[src/rtl/data_postprocessing.sv]
// Requantizes signed accumulator words (round, shift, saturate) and streams them out on
// an AXI-Stream master with credit-based input flow control. Optional ReLU: POSTPROC_RELU_EN.
module data_postprocessing #(
    parameter int ACC_BW     = 20,
    parameter int DATA_BW    = 8,
    parameter int SHIFT      = 4,
    parameter int FIFO_DEPTH = 4,
    parameter int FRAME_LEN  = 16
) (
    input  logic                      clk,
    input  logic                      rst,
    input  logic                      i_acc_valid,
    input  logic signed [ACC_BW-1:0]  i_acc,
    output logic                      o_acc_ready,
    output logic signed [DATA_BW-1:0] m_axis_tdata,
    output logic                      m_axis_tvalid,
    input  logic                      m_axis_tready,
    output logic                      m_axis_tlast
);

    localparam int RW = ACC_BW + 1;
    localparam int PW = (FIFO_DEPTH > 1) ? $clog2(FIFO_DEPTH) : 1;
    localparam int CW = $clog2(FIFO_DEPTH + 1);
    localparam int BW = (FRAME_LEN > 1) ? $clog2(FRAME_LEN) : 1;

    localparam logic signed [RW-1:0]      RND     = RW'((1 << SHIFT) >> 1);
    localparam logic signed [DATA_BW-1:0] OUT_MAX = {1'b0, {(DATA_BW-1){1'b1}}};
    localparam logic signed [DATA_BW-1:0] OUT_MIN = {1'b1, {(DATA_BW-1){1'b0}}};
    localparam logic signed [RW-1:0]      SAT_MAX = {{(RW-DATA_BW){1'b0}}, OUT_MAX};
    localparam logic signed [RW-1:0]      SAT_MIN = {{(RW-DATA_BW){1'b1}}, OUT_MIN};

    logic                      ready_q;
    logic [CW-1:0]             credits_q, credits_d;
    logic                      s1_valid_q, s2_valid_q;
    logic signed [RW-1:0]      s1_data_q, rounded_d, shifted_d;
    logic signed [DATA_BW-1:0] s2_data_q, sat_d;
    logic signed [DATA_BW-1:0] mem_q [FIFO_DEPTH];
    logic [PW-1:0]             wr_ptr_q, wr_ptr_d, rd_ptr_q, rd_ptr_d;
    logic [CW-1:0]             count_q, count_d;
    logic [BW-1:0]             beat_q, beat_d;
    logic                      accept, push, pop;

    assign accept = i_acc_valid & ready_q;
    assign push   = s2_valid_q;
    assign pop    = m_axis_tvalid & m_axis_tready;

    // One extra bit keeps the rounding add from overflowing before the shift.
    assign rounded_d = $signed({i_acc[ACC_BW-1], i_acc}) + RND;
    assign shifted_d = rounded_d >>> SHIFT;

    always_comb begin
        sat_d = s1_data_q[DATA_BW-1:0];
        if (s1_data_q > SAT_MAX) begin
            sat_d = OUT_MAX;
        end else if (s1_data_q < SAT_MIN) begin
            sat_d = OUT_MIN;
        end
`ifdef POSTPROC_RELU_EN
        if (sat_d[DATA_BW-1]) begin
            sat_d = '0;
        end
`else
`endif
    end

    // Credits count FIFO slots not yet claimed by words in the pipe or buffer.
    always_comb begin
        credits_d = credits_q;
        if (accept && !pop) begin
            credits_d = credits_q - CW'(1);
        end else if (pop && !accept) begin
            credits_d = credits_q + CW'(1);
        end
        count_d = count_q;
        if (push && !pop) begin
            count_d = count_q + CW'(1);
        end else if (pop && !push) begin
            count_d = count_q - CW'(1);
        end
        wr_ptr_d = push ? wr_ptr_q + PW'(1) : wr_ptr_q;
        rd_ptr_d = pop  ? rd_ptr_q + PW'(1) : rd_ptr_q;
        beat_d   = beat_q;
        if (pop) begin
            beat_d = (beat_q == BW'(FRAME_LEN - 1)) ? '0 : beat_q + BW'(1);
        end
    end

    always_ff @(posedge clk) begin
        if (rst) begin
            ready_q    <= 1'b0;
            credits_q  <= CW'(FIFO_DEPTH);
            s1_valid_q <= 1'b0;
            s2_valid_q <= 1'b0;
            s1_data_q  <= '0;
            s2_data_q  <= '0;
            wr_ptr_q   <= '0;
            rd_ptr_q   <= '0;
            count_q    <= '0;
            beat_q     <= '0;
        end else begin
            ready_q    <= (credits_d != '0);
            credits_q  <= credits_d;
            s1_valid_q <= accept;
            s2_valid_q <= s1_valid_q;
            s1_data_q  <= shifted_d;
            s2_data_q  <= sat_d;
            wr_ptr_q   <= wr_ptr_d;
            rd_ptr_q   <= rd_ptr_d;
            count_q    <= count_d;
            beat_q     <= beat_d;
        end
    end

    // Storage carries no reset; stale entries are never visible because tvalid tracks count.
    for (genvar gi = 0; gi < FIFO_DEPTH; gi++) begin : g_mem
        always_ff @(posedge clk) begin
            if (push && (wr_ptr_q == PW'(gi))) begin
                mem_q[gi] <= s2_data_q;
            end
        end
    end

    assign o_acc_ready   = ready_q;
    assign m_axis_tvalid = (count_q != '0);
    assign m_axis_tdata  = m_axis_tvalid ? mem_q[rd_ptr_q] : '0;
    assign m_axis_tlast  = m_axis_tvalid && (beat_q == BW'(FRAME_LEN - 1));

endmodule

[config.mk]
export PLATFORM = sky130hd
export DESIGN_NAME = data_postprocessing
export DESIGN_NICKNAME = d
export VERILOG_FILES = /design/src/rtl/data_postprocessing.sv
export SDC_FILE = /design/constraint.sdc
export NUM_CORES = 1
export LEC_CHECK = 0
export CAP_MARGIN = 20
export CORE_ASPECT_RATIO = 2
export CORE_UTILIZATION = 55
export CTS_BUF_LIST = sky130_fd_sc_hd__clkbuf_16
export DETAILED_ROUTE_END_ITERATION = 12
export PLACE_DENSITY = 0.78
export SETUP_SLACK_MARGIN = 0.3
export SLEW_MARGIN = 20
export SYNTH_ARGS = -nofsm -noshare
export SYNTH_HDL_FRONTEND = slang
export SYNTH_SLANG_ARGS = --single-unit
[constraint.sdc]
create_clock -name clk -period 3.04 [get_ports clk]
set_input_delay 0.456 -clock clk [delete_from_list [all_inputs] [get_ports clk]]
set_output_delay 0.456 -clock clk [all_outputs]
set_load 0.01 [all_outputs]
=== Word-level counts from Yosys, hierarchy flattened ===
Memories as Yosys holds them, arrays and structs flattened. A register that Yosys moved wholly into a read port is not among the register bits.
Index checks and enable logic that the tools add are counted.

* Reduce and logical (&&, ||, !) cells: 20
* Equal/unequal tests: 4
* Bitwise operators: 2
* Multiplexer cells: 27
* Add/sub/neg operators: 8
* $lt $le $gt $ge: 2

{| class="wikitable"
|+ Operators with widths
! operator !! count
|-
| $mux W8 || 5
|-
| $reduce_or A8 Y1 || 3
|-
| $add A20 B5 Y21 const B || 1
|-
| $gt A17 B8 Y1 const B || 1
|-
| $lt A17 B8 Y1 const B || 1
|-
| $mux W3 || 4
|-
| $mux W1 || 11
|-
| $mux W2 || 5
|-
| $logic_and A1 B1 Y1 || 9
|-
| $mux W7 || 1
|-
| $add A3 B1 Y3 const B || 2
|-
| $reduce_bool A3 Y1 || 2
|-
| $sub A3 B1 Y3 const B || 2
|-
| $add A2 B1 Y2 const B || 2
|-
| $add A4 B1 Y4 const B || 1
|-
| $eq A2 B2 Y1 const B || 2
|-
| $eq A4 B4 Y1 const B || 1
|-
| $mux W4 || 1
|-
| $logic_not A1 Y1 || 3
|-
| $and A1 B1 Y1 || 2
|-
| $eq A2 B1 Y1 const B || 1
|-
| $logic_not A2 Y1 || 1
|-
| $reduce_bool A2 Y1 || 1
|-
| $reduce_or A2 Y1 || 1
|}

* Memories: 1
* RAM bits: 32
* Output and inout bits: 11
* Input port bits: 24
* Flip-flop bits (word level): 42

{| class="wikitable"
|+ Memory list
! memory !! words !! bits a word !! rd ports !! clocked after Yosys merged registers in !! wr ports !! line !! text
|-
| mem_q || 4 || 8 || 1 || 1 || 1 || 37 || <nowiki>logic signed [DATA_BW-1:0] mem_q [FIFO_DEPTH];</nowiki>
|}

=== Depth between registers and ports, before layout ===
Gate-level depths: netlist (run 1).

* Depth after elaboration: 8
* Gate-level depth with buffers: 9

=== Worst setup path after synthesis (run 1) ===
OpenSTA, ideal clock, no wires.

* Path kind: reg-to-reg
* Start point: register count_q[0]
* End point: register count_q[2]
* Slack: 935 ps
* Buffers on the path: 1
* Stages on the path, launching flop included: 10
* Data arrival time: 2034 ps
* Period minus slack after synthesis: 2105 ps
* Data required time: 2970 ps
* Cells stage by stage: dfxtp_1 o31a_1 buf_2 clkinv_1 ha_1 inv_1 fa_1 xor2_1 or3_1 a21oi_1

* Longest elaborated chain between the ends: 5

{| class="wikitable"
|+ RTL lines
! element !! line !! text
|-
| start: declaration || 39 || <nowiki>logic [CW-1:0] count_q, count_d;</nowiki>
|-
| start signal: assignment || 109 || <nowiki>count_q <= count_d;</nowiki>
|-
| parallel branches: the longest is 5 deep, another holds $sub A3 B1 Y3 || n/a ||
|}

Parallel ways; which one is timed is not known. The select of a mux whose other input is x is not followed.
A chain may end at the register's enable or synchronous reset.

==> results of run 1 <==
## power groups by stage
stage	sequential, mW	combinational, mW	clock, mW
2_1_floorplan	1.24	0.459	0
3_3_place_gp	1.27	0.679	0
3_5_place_dp	1.28	0.688	0
4_1_cts	1.26	0.690	1.01
5_1_grt	1.27	0.743	1.05
6_report	1.25	0.677	0.992
## worst max-delay path, stage by stage (launching register included)
cell             delay (ns)
dfxtp_2                0.50
mux4_2                 0.54
and2_1                 0.17
clkdlybuf4s50_1        0.47
## final cells by class
cell class / instances / area (um^2)
well taps: 60 / 75.1
flip-flops and latches: 76 / 1840
repair buffers: 33 / 325
fillers: 401 / 1700
multi-input cells: 171 / 1200
clock inverters: 7 / 58.8
clock buffers: 9 / 225
inverters: 10 / 37.5
## cell usage in the layout, fill, tap and decap left out, types with 2 or more instances in the layout
| cell | n |
|---|---|
| a211oi_1 | 2 |
| a21oi_1 | 8 |
| and2_1 | 12 |
| buf_4 | 2 |
| clkbuf_16 | 9 |
| clkdlybuf4s50_1 | 31 |
| clkinv_1 | 3 |
| clkinv_2 | 2 |
| dfxtp_1 | 43 |
| edfxtp_1 | 32 |
| ha_1 | 9 |
| inv_1 | 10 |
| mux2i_1 | 2 |
| mux4_2 | 8 |
| nand2_1 | 16 |
| nand3_1 | 9 |
| nand4_1 | 3 |
| nor2_1 | 40 |
| nor2b_1 | 4 |
| nor3_1 | 4 |
| nor4_1 | 3 |
| o21ai_0 | 4 |
| o31ai_1 | 4 |
| or3_1 | 4 |
| or4_1 | 2 |
| xnor2_1 | 10 |
| xor2_1 | 10 |
## sequential cells by signal (all words and copies together) (netlist names), 2 cells and up, named ones only
| register | count |
|---|---|
| rd_ptr_q | 2 |
| credits_q | 3 |
| beat_q | 4 |
| wr_ptr_q | 2 |
| s2_data_q | 8 |
| mem_q | 32 |
| count_q | 3 |
| s1_data_q | 17 |
## metal layers
metal	vias to the layer above	track usage (%)	routed length (um)	part of all wire [%]
li1	1013	-	-	-
met1	931	15.9	1810	37
met2	33	37.1	2890	58
met3	10	4.27	115	2.3
met4	0	10.2	136	2.7
met5	-	0	0	0
## worst paths after layout
path                            cells past startpoint                      end
worst max-delay path                                3          m_axis_tdata[1]
worst min-delay path                                1          push$_SDFF_PP0_
worst max register to register                      8  count_q[2]$_SDFFE_PP0P_
worst min register to register                      1          push$_SDFF_PP0_
## logic make-up after synthesis
family                     Yosys count  share of synthesized area (%)
buffers and inverters               19                           2.60
and+or+nand+nor                    106                           17.1
DFF                                 76                           58.9
muxes                               10                           6.40
xor gates and xnor gates            20                           5.60
AOI/OAI and AO/OA                   25                           5.16
adders and majority gates           10                           4.24
## timing repair
item	CTS	global route
setup endpoints to repair	0	8
buffers inserted	0	0
gates resized for setup	0	1
==> results by group, run 1 <==
Status
  • Outcome: finished clean

Clocking
  • CTS max path bufs: 2
  • CTS clk-pin slew, worst paths: about 0.05 ns
  • Clk Latency, worst-skew pair: 0.33 ns
  • Hold_buf cts: 0
  • Root Buffer: clkbuf_16
  • TritonCTS clock tree: done
  • H-tree lvl count: 3
  • Clock sinks: 76
  • Cts bufs inserted: 9

Synth
  • Post-synth EDFFs: 32
  • Synth area leaders: edfxtp_1, dfxtp_1, mux4_2
  • Area leader, netlist: edfxtp_1
  • Synth unique cells: 43
  • Most frequent cells after synthesis: dfxtp_1, nor2_1, edfxtp_1, nand2_1, and2_1
  • Syn avg cell area: around 12 um^2
  • Asr flop ratio synth: 0%
  • Seq/Total Area, Yosys: 58.9%
  • Synthesized Nets: 300
  • Cell with the most instances after synthesis: dfxtp_1
  • Synth Instances: approximately 270
  • Synth Register Bits: 76
  • Post-synth top flop: dfxtp_1
  • Synth warn: 0
  • Yosys top cell area share: a little under a third
  • Post-synthesis instance area: roughly 3100 um^2

STA
  • Worst hold slack: 0.433 ns
  • Worst Max-Slew Pin Slew: around 0.62 ns
  • Final WS setup: a little under 0.6 ns
  • Fin. max-slew vios: 0
  • Final min period: ~2.5 ns
  • RSZ-0062 raised after global routing: no
  • Relative slew slack: about three fifths
  • Final Hold Vio Count: 0
  • Worst clock skew: 0.00669 ns
  • Final Cycle Share: slightly above 80%
  • Final setup violation count: 0
  • Max Fclk: between 400 and 500 MHz
  • Setup_tns: 0 ns

Layout
  • Diode count: 0
  • Fraction of layout instances using a drive strength above 1: a little under a tenth
  • Final nets: 335
  • Core Util, Final: between 60 and 70%
  • Non-filler instance count after layout: 366
  • Area delta synth->final: 20.5%
  • Finished Cell Area: ~3800 um^2

GRT
  • Largest net degree at the start of global routing: 30
  • Vias in the first global route: ~1,900
  • Grt total ovfl: 0
  • Antenna violations before repair: 0
  • First-pass GRT wire length: ~8.3 mm
  • GRT Total Usage: a little under a fifth

Placement
  • Placed cells: between 300 and 400
  • Pre-CTS WS: between 0.6 and 0.7 ns
  • Buffers on Ports: 31
  • GP Congestion: 0.697
  • Placed inst area: 3480 um^2
  • DPL Wire Length: roughly 3.6 mm

Power and ir drop
  • Sequential share of power: about 43%
  • P_sw: 761 uW
  • Final Power: a little under 3 mW
  • Sw Share: between 20% and 30%
  • Comb pwr share: between 20 and 25%
  • Pwr Density: approximately 780 nW/um^2
  • Clk pwr share: between 30% and 40%
  • Leak: approximately 1.4 nW
  • Peak VDD IR: approximately 710 uV
  • Power Internal: roughly 2.2 mW

Worst hold path
  • Worst Hold Class: register to register
  • Hold Crit Start: s1_valid_q$_SDFF_PP0_

Die
  • Initial Utilization: a little under three fifths
  • Core area: between 5000 and 6000 um^2
  • Die W: approximately 55 um
  • Die area: 6010 um^2
  • # IOs: 35
  • Die span in y: around 110 um
  • Floorplan row count: 38

Routing
  • Via/cell ratio: 5.43
  • DRC violations left: 0
  • Post-DRT Antenna Nets: 0
  • 1st-pass router iterations: 4
  • Routed via count: 1,987
  • DRT iter0 DRCs: 56
  • Avg WL per Cell: 13.5 um
  • Drt total wl: ~5.0 mm

Setup path
  • Crit path DAT: 2.00 ns
  • Setup CP Type: register to primary output
  • Crit. End Element: primary output
  • Required time of the critical path: 2.58 ns
  • Startpoint types: register
  • Reg2reg start: count_q[0]$_SDFFE_PP0P_
  • R2R Setup Slk: between 0.9 and 1 ns
  • Crit-path max FO: 8

Run
  • Max_cap viols: 0
No activity file was read; power rests on OpenSTA's default activity.
==> inputs of run 2 (changes only) <==
--- a/config.mk
+++ b/config.mk
@@ -7,10 +7,10 @@
 export LEC_CHECK = 0
 export CAP_MARGIN = 20
 export CORE_ASPECT_RATIO = 2
-export CORE_UTILIZATION = 55
+export CORE_UTILIZATION = 50
 export CTS_BUF_LIST = sky130_fd_sc_hd__clkbuf_16
 export DETAILED_ROUTE_END_ITERATION = 12
-export PLACE_DENSITY = 0.78
+export PLACE_DENSITY = 0.75
 export SETUP_SLACK_MARGIN = 0.3
 export SLEW_MARGIN = 20
 export SYNTH_ARGS = -nofsm -noshare
==> constraint.sdc (replaced) <==
create_clock -name clk -period 2 [get_ports clk]
set_input_delay 0.3 -clock clk [delete_from_list [all_inputs] [get_ports clk]]
set_output_delay 0.3 -clock clk [all_outputs]
set_load 0.01 [all_outputs]
==> run 2 against run 1 <==
Compared with the run above: the run now ends with design-rule violations left; largest cell class unchanged; global-route usage is 0.18 points higher; combinational power increased by 120%; critical path depth grew 2.
==> results by group, run 2 (synthesis results as in run 1) <==
Status
  • Outcome: complete, but fails checks
  • Failing checks: design-rule violations

Clocking
  • Clock sinks: between 70 and 80
  • Clk Latency, worst-skew pair: ~0.33 ns
  • Cts bufs inserted: 9
  • CTS max path bufs: 2
  • CTS clk-pin slew, worst paths: 0.05 ns
  • Hold_buf cts: 0
  • H-tree lvl count: 3
  • TritonCTS clock tree: done
  • Root Buffer: clkbuf_16

Die
  • Die W: between 50 and 60 um
  • Die area: about 6600 um^2
  • Initial Utilization: a little over half
  • # IOs: 35
  • Floorplan row count: 40
  • Die span in y: around 110 um
  • Core area: roughly 6000 um^2

Routing
  • Via/cell ratio: about 5.4
  • Post-DRT Antenna Nets: 0
  • DRT iter0 DRCs: 57
  • DRC violations left: 2
  • Routed via count: around 2,100
  • Drt total wl: between 5 and 6 mm
  • Avg WL per Cell: ~14 um
  • 1st-pass router iterations: 8

Setup path
  • Crit-path max FO: 5
  • Cells along the critical path: buf_4 -> or3_4 -> buf_12 -> and2_1 -> buf_2
  • Crit path max-delay family: simple AND/OR/NAND/NOR gates
  • Worst path bufs/invs: 3
  • Required time of the critical path: about 1.7 ns
  • Crit. End Element: primary output
  • Max stage delay on crit path: about 0.4 ns
  • Startpoint types: register
  • Crit path DAT: between 1.5 and 2 ns
  • Setup CP Type: register to primary output
  • Worst path slowest cell: or3_4
  • R2R Setup Slk: ~0.13 ns

STA
  • Worst Max-Slew Pin Slew: between 0.5 and 0.6 ns
  • Worst clock skew: approximately 0.0064 ns
  • Max Fclk: roughly 530 MHz
  • Final setup violation count: 0
  • Fin. max-slew vios: 0
  • Final Hold Vio Count: 0
  • Relative slew slack: around 63%
  • Final WS setup: around 0.11 ns
  • Final min period: 1.89 ns
  • Final Cycle Share: a little over nine tenths
  • RSZ-0062 raised after global routing: yes

GRT
  • First-pass GRT wire length: approximately 9 mm
  • Antenna violations before repair: 0
  • Grt total ovfl: 0
  • Vias in the first global route: between 2,000 and 2,500
  • GRT Total Usage: 18.6%
  • Largest net degree at the start of global routing: 20

Power and ir drop
  • Leak: approximately 1.6 nW
  • Peak VDD IR: between 700 and 800 uV
  • Pwr Density: between 1000 and 1500 nW/um^2
  • Final Power: about 4.7 mW

Placement
  • GP Congestion: between 0.7 and 0.8
  • DPL Wire Length: around 3.9 mm
  • Buffers on Ports: 31
  • Pre-CTS WS: -0.0760 ns

Layout
  • Area of the multi-input gates: around 1200 um^2
  • Most flops, register: mem_q
  • Diode count: 0
  • Most frequent cells in the layout: nor2_1, dfxtp_1, edfxtp_1
  • Final nets: about 360
  • Area delta synth->final: 28.7%
  • Max reg flops: 32
  • Largest regs: mem_q (32), s1_data_q (17), s2_data_q (8)
  • Fillers: between 400 and 500
  • Area occupied by registers: 1850 um^2
  • Fraction of layout instances using a drive strength above 1: between 20% and 30%

Worst hold path
  • Worst Hold Class: input port to register

Run
  • Max_cap viols: 0
## run 2: cell count changes in the layout (fill, tap and decap cells not counted), sizes merged
cell	change
clkinvlp	-1
bufinv	-1
dlymetal6s2s	+7
clkinv	+1
clkdlybuf4s50	-17
inv	+1
buf	+36
## run 2: metrics by stage
| stage | instance area [um^2] | TNS (ns) | util [%] | hold WS (ns) | instances |
|---|---|---|---|---|---|
| after global placement | 3660 | -0.0378 | 60.9 | 0.417 | 371 |
| after global routing | 4030 | 0 | 67.0 | 0.457 | 395 |
| after floorplan | 3160 | 0 | - | 0.414 | 266 |
| after CTS | 3980 | 0 | 66.2 | 0.439 | 393 |
| final | 4030 | 0 | 67.0 | 0.404 | 395 |
| after detailed placement | 3660 | -0.181 | 60.9 | 0.429 | 371 |
## run 2: area by class of cell
cell class	count	area share, %
repair buffers	59	13.7
clock inverters	7	0.870
well taps	63	1.96
flip-flops and latches	76	45.9
multi-input cells	171	30.9
inverters	10	1.06
clock buffers	9	5.60
## run 2: routing by layer
metal / global-route usage (%) / vias to the layer above / share of wire (%)
met4: 14.3 / 0 / 4.2
met1: 15.4 / 1021 / 34
li1: - / 1064 / -
met2: 35.6 / 44 / 59
met5: 0 / - / 0
met3: 3.85 / 19 / 2.7
## run 2: path summary, 6_finish.rpt
check / from / end / depth (start not counted)
worst min-delay path: i_acc[4] / s1_data_q[2]$_SDFF_PP0_ / 4
worst max-delay path: count_q[2]$_SDFFE_PP0P_ / m_axis_tdata[3] / 5
worst min register to register: s1_data_q[1]$_SDFF_PP0_ / s2_data_q[1]$_SDFF_PP0_ / 2
worst max register to register: count_q[2]$_SDFFE_PP0P_ / count_q[2]$_SDFFE_PP0P_ / 8
## run 2: repair_timing
item,in CTS,in global routing
setup endpoints to repair,11,15
resized for setup,49,13
cloned,1,0
pin swaps,9,0
setup buffers,5,2
## run 2: tightest hold or removal path: cells and delay by family
kind | cells | cell delay (ns)
xor+xnor | 1 | 0.06
buf+inv | 1 | 0.16
simple gates | 2 | 0.17
## run 2: power breakdown
part / internal (mW) / total [mW] / switching, mW
sequential: 1.78 / 1.89 / 0.112
combinational: 0.859 / 1.48 / 0.619
clock: 0.821 / 1.38 / 0.559
total: 3.46 / 4.75 / 1.29
==> inputs of run 3 (changes only) <==
--- a/config.mk
+++ b/config.mk
@@ -11,7 +11,6 @@
 export CTS_BUF_LIST = sky130_fd_sc_hd__clkbuf_16
 export DETAILED_ROUTE_END_ITERATION = 12
 export PLACE_DENSITY = 0.75
-export SETUP_SLACK_MARGIN = 0.3
 export SLEW_MARGIN = 20
 export SYNTH_ARGS = -nofsm -noshare
 export SYNTH_HDL_FRONTEND = slang
==> run 3 against run 2 <==
Compared with the run above: critical endpoint is now count_q[2]$_SDFFE_PP0P_; the flow still finishes with violations (design-rule violations); die area unchanged; fmax down 2.2%; final cell count down 2.0%; final area down 2.5%; hold slack better by 0.034 ns; sequential cell count unchanged; sequential share of layout area up 1.1 points; register-to-register slack worse by 0.07 ns; clock-buffer cell count unchanged.
==> results by group, run 3 (synthesis results as in run 1) <==
GRT
  • Grt total ovfl: 0
  • GRT Total Usage: around 18%
  • Vias in the first global route: ~2,100
  • Antenna violations before repair: 0
  • Largest net degree at the start of global routing: 20
  • First-pass GRT wire length: 8.66 mm

Worst hold path
  • WHS Path Cells: 2
  • Worst Hold Class: register to register

Clocking
  • Cts bufs inserted: 9
  • TritonCTS clock tree: done
  • Hold_buf cts: 0
  • H-tree lvl count: 3
  • CTS clk-pin slew, worst paths: 0.06 ns
  • Clock sinks: 76
  • CTS max path bufs: 2
  • Clk Latency, worst-skew pair: approximately 0.33 ns
  • Root Buffer: clkbuf_16

Status
  • Outcome: complete, but fails checks
  • Failing checks: design-rule violations

Layout
  • Finished Cell Area: just under 4000 um^2
  • Fillers: 471
  • Diode count: 0
  • Most flops, register: mem_q
  • Most frequent cells in the layout: dfxtp_1, nor2_1, edfxtp_1
  • Area delta synth->final: 25.4%
  • Final nets: around 350
  • Largest regs: mem_q (32), s1_data_q (17), s2_data_q (8)
  • Fraction of layout instances using a drive strength above 1: between 10% and 20%
  • Commonest non-fill, non-tap cell in the layout: dfxtp_1
  • Max reg flops: 32

Routing
  • Via/cell ratio: 5.33
  • Avg WL per Cell: about 13 um
  • Post-DRT Antenna Nets: 0
  • Drt total wl: between 5 and 6 mm
  • 1st-pass router iterations: 9
  • DRC violations left: 2
  • DRT iter0 DRCs: 38
  • Routed via count: roughly 2,100

STA
  • Max Fclk: ~520 MHz
  • Worst clock skew: approximately 0.0055 ns
  • Setup_tns: 0 ns
  • Worst Max-Slew Pin Slew: approximately 0.57 ns
  • Final min period: ~1.9 ns
  • RSZ-0062 raised after global routing: yes
  • Final Hold Vio Count: 0
  • Worst hold slack: roughly 0.44 ns
  • Final setup violation count: 0
  • Relative slew slack: 61.6%
  • Final Cycle Share: between 90% and 100%
  • Fin. max-slew vios: 0

Setup path
  • Worst Reg-to-Reg Cells: 8
  • Crit. End Element: register
  • Reg2reg start: count_q[1]$_SDFFE_PP0P_
  • R2r endpoint: count_q[2]$_SDFFE_PP0P_
  • Crit path from: count_q[1]$_SDFFE_PP0P_
  • Crit path to: count_q[2]$_SDFFE_PP0P_
  • Setup CP Type: register to register
  • Crit path DAT: about 2.2 ns
  • Startpoint types: register
  • Crit-path max FO: 4
  • R2R Setup Slk: approximately 0.064 ns
  • Required time of the critical path: 2.26 ns

Placement
  • GP Congestion: ~0.75
  • Placed inst area: 3640 um^2
  • DPL Wire Length: about 3.8 mm
  • Buffers on Ports: 31

Run
  • Max_cap viols: 0

Power and ir drop
  • Leak: around 1.5 nW
  • Final Power: roughly 4.6 mW
  • Peak VDD IR: about 610 uV
  • Pwr Density: 1180 nW/um^2

Die
  • # IOs: 35
  • Core area: roughly 6000 um^2
  • Die area: about 6600 um^2
  • Die span in y: 114 um
  • Floorplan row count: 40
  • Die W: between 50 and 60 um
  • Initial Utilization: 52.1%
run 3: what timing repair did:
item / CTS / global route
setup endpoints to repair: 10 / 9
pin swaps: 2 / 2
buffers inserted: 1 / 0
resized for setup: 22 / 9
run 3: how the worst min path moves through the flow:
stage                                  from                 endpoint  slack, ns
floorplan             s1_valid_q$_SDFF_PP0_          push$_SDFF_PP0_       0.41
global placement    s1_data_q[4]$_SDFF_PP0_  s2_data_q[4]$_SDFF_PP0_       0.42
finish              s1_data_q[6]$_SDFF_PP0_  s2_data_q[6]$_SDFF_PP0_       0.44
CTS                 s1_data_q[6]$_SDFF_PP0_  s2_data_q[6]$_SDFF_PP0_       0.44
detailed placement  s1_data_q[5]$_SDFF_PP0_  s2_data_q[5]$_SDFF_PP0_       0.43
global route          s1_valid_q$_SDFF_PP0_          push$_SDFF_PP0_       0.46
run 3: worst max-delay path: stages (launching register included):
cell	delay, ns
dfxtp_2	0.34
o31a_1	0.34
clkinv_4	0.06
ha_2	0.16
inv_1	0.05
fa_2	0.33
xor2_1	0.15
or3_1	0.31
a21oi_1	0.13
run 3: cell type report:
type	count	area, um^2	area share (%)
Sequential cell	76	1850	47.0
Tap cell	63	78.8	2.01
Clock buffer	9	225	5.74
Clock inverter	7	73.8	1.88
Multi-Input combinational cell	171	1210	31.0
Timing Repair Buffer	51	443	11.3
Inverter	10	42.5	1.08
run 3: report_power, final:
part / internal (mW) / switching, mW / leakage [nW]
Clock: 0.971 / 0.620 / 0.148
Sequential: 1.77 / 0.117 / 0.658
Combinational: 0.618 / 0.522 / 0.662
run 3: through the flow:
stage	utilization (%)	instances	setup WS, ns
after floorplan	-	266	0.0314
after global placement	60.6	370	-0.0913
after detailed placement	60.6	370	-0.155
after CTS	66.0	387	0.00394
after global routing	65.3	387	-0.0168
final	65.3	387	0.0644
run 3: routing by layer:
| metal | share of wire (%) | GRT usage, % | vias up |
|---|---|---|---|
| met2 | 58 | 32.8 | 33 |
| met4 | 2.3 | 10.5 | 0 |
| met5 | 0 | 0 | - |
| met1 | 37 | 16.7 | 971 |
| li1 | - | - | 1048 |
| met3 | 2.7 | 4.76 | 9 |
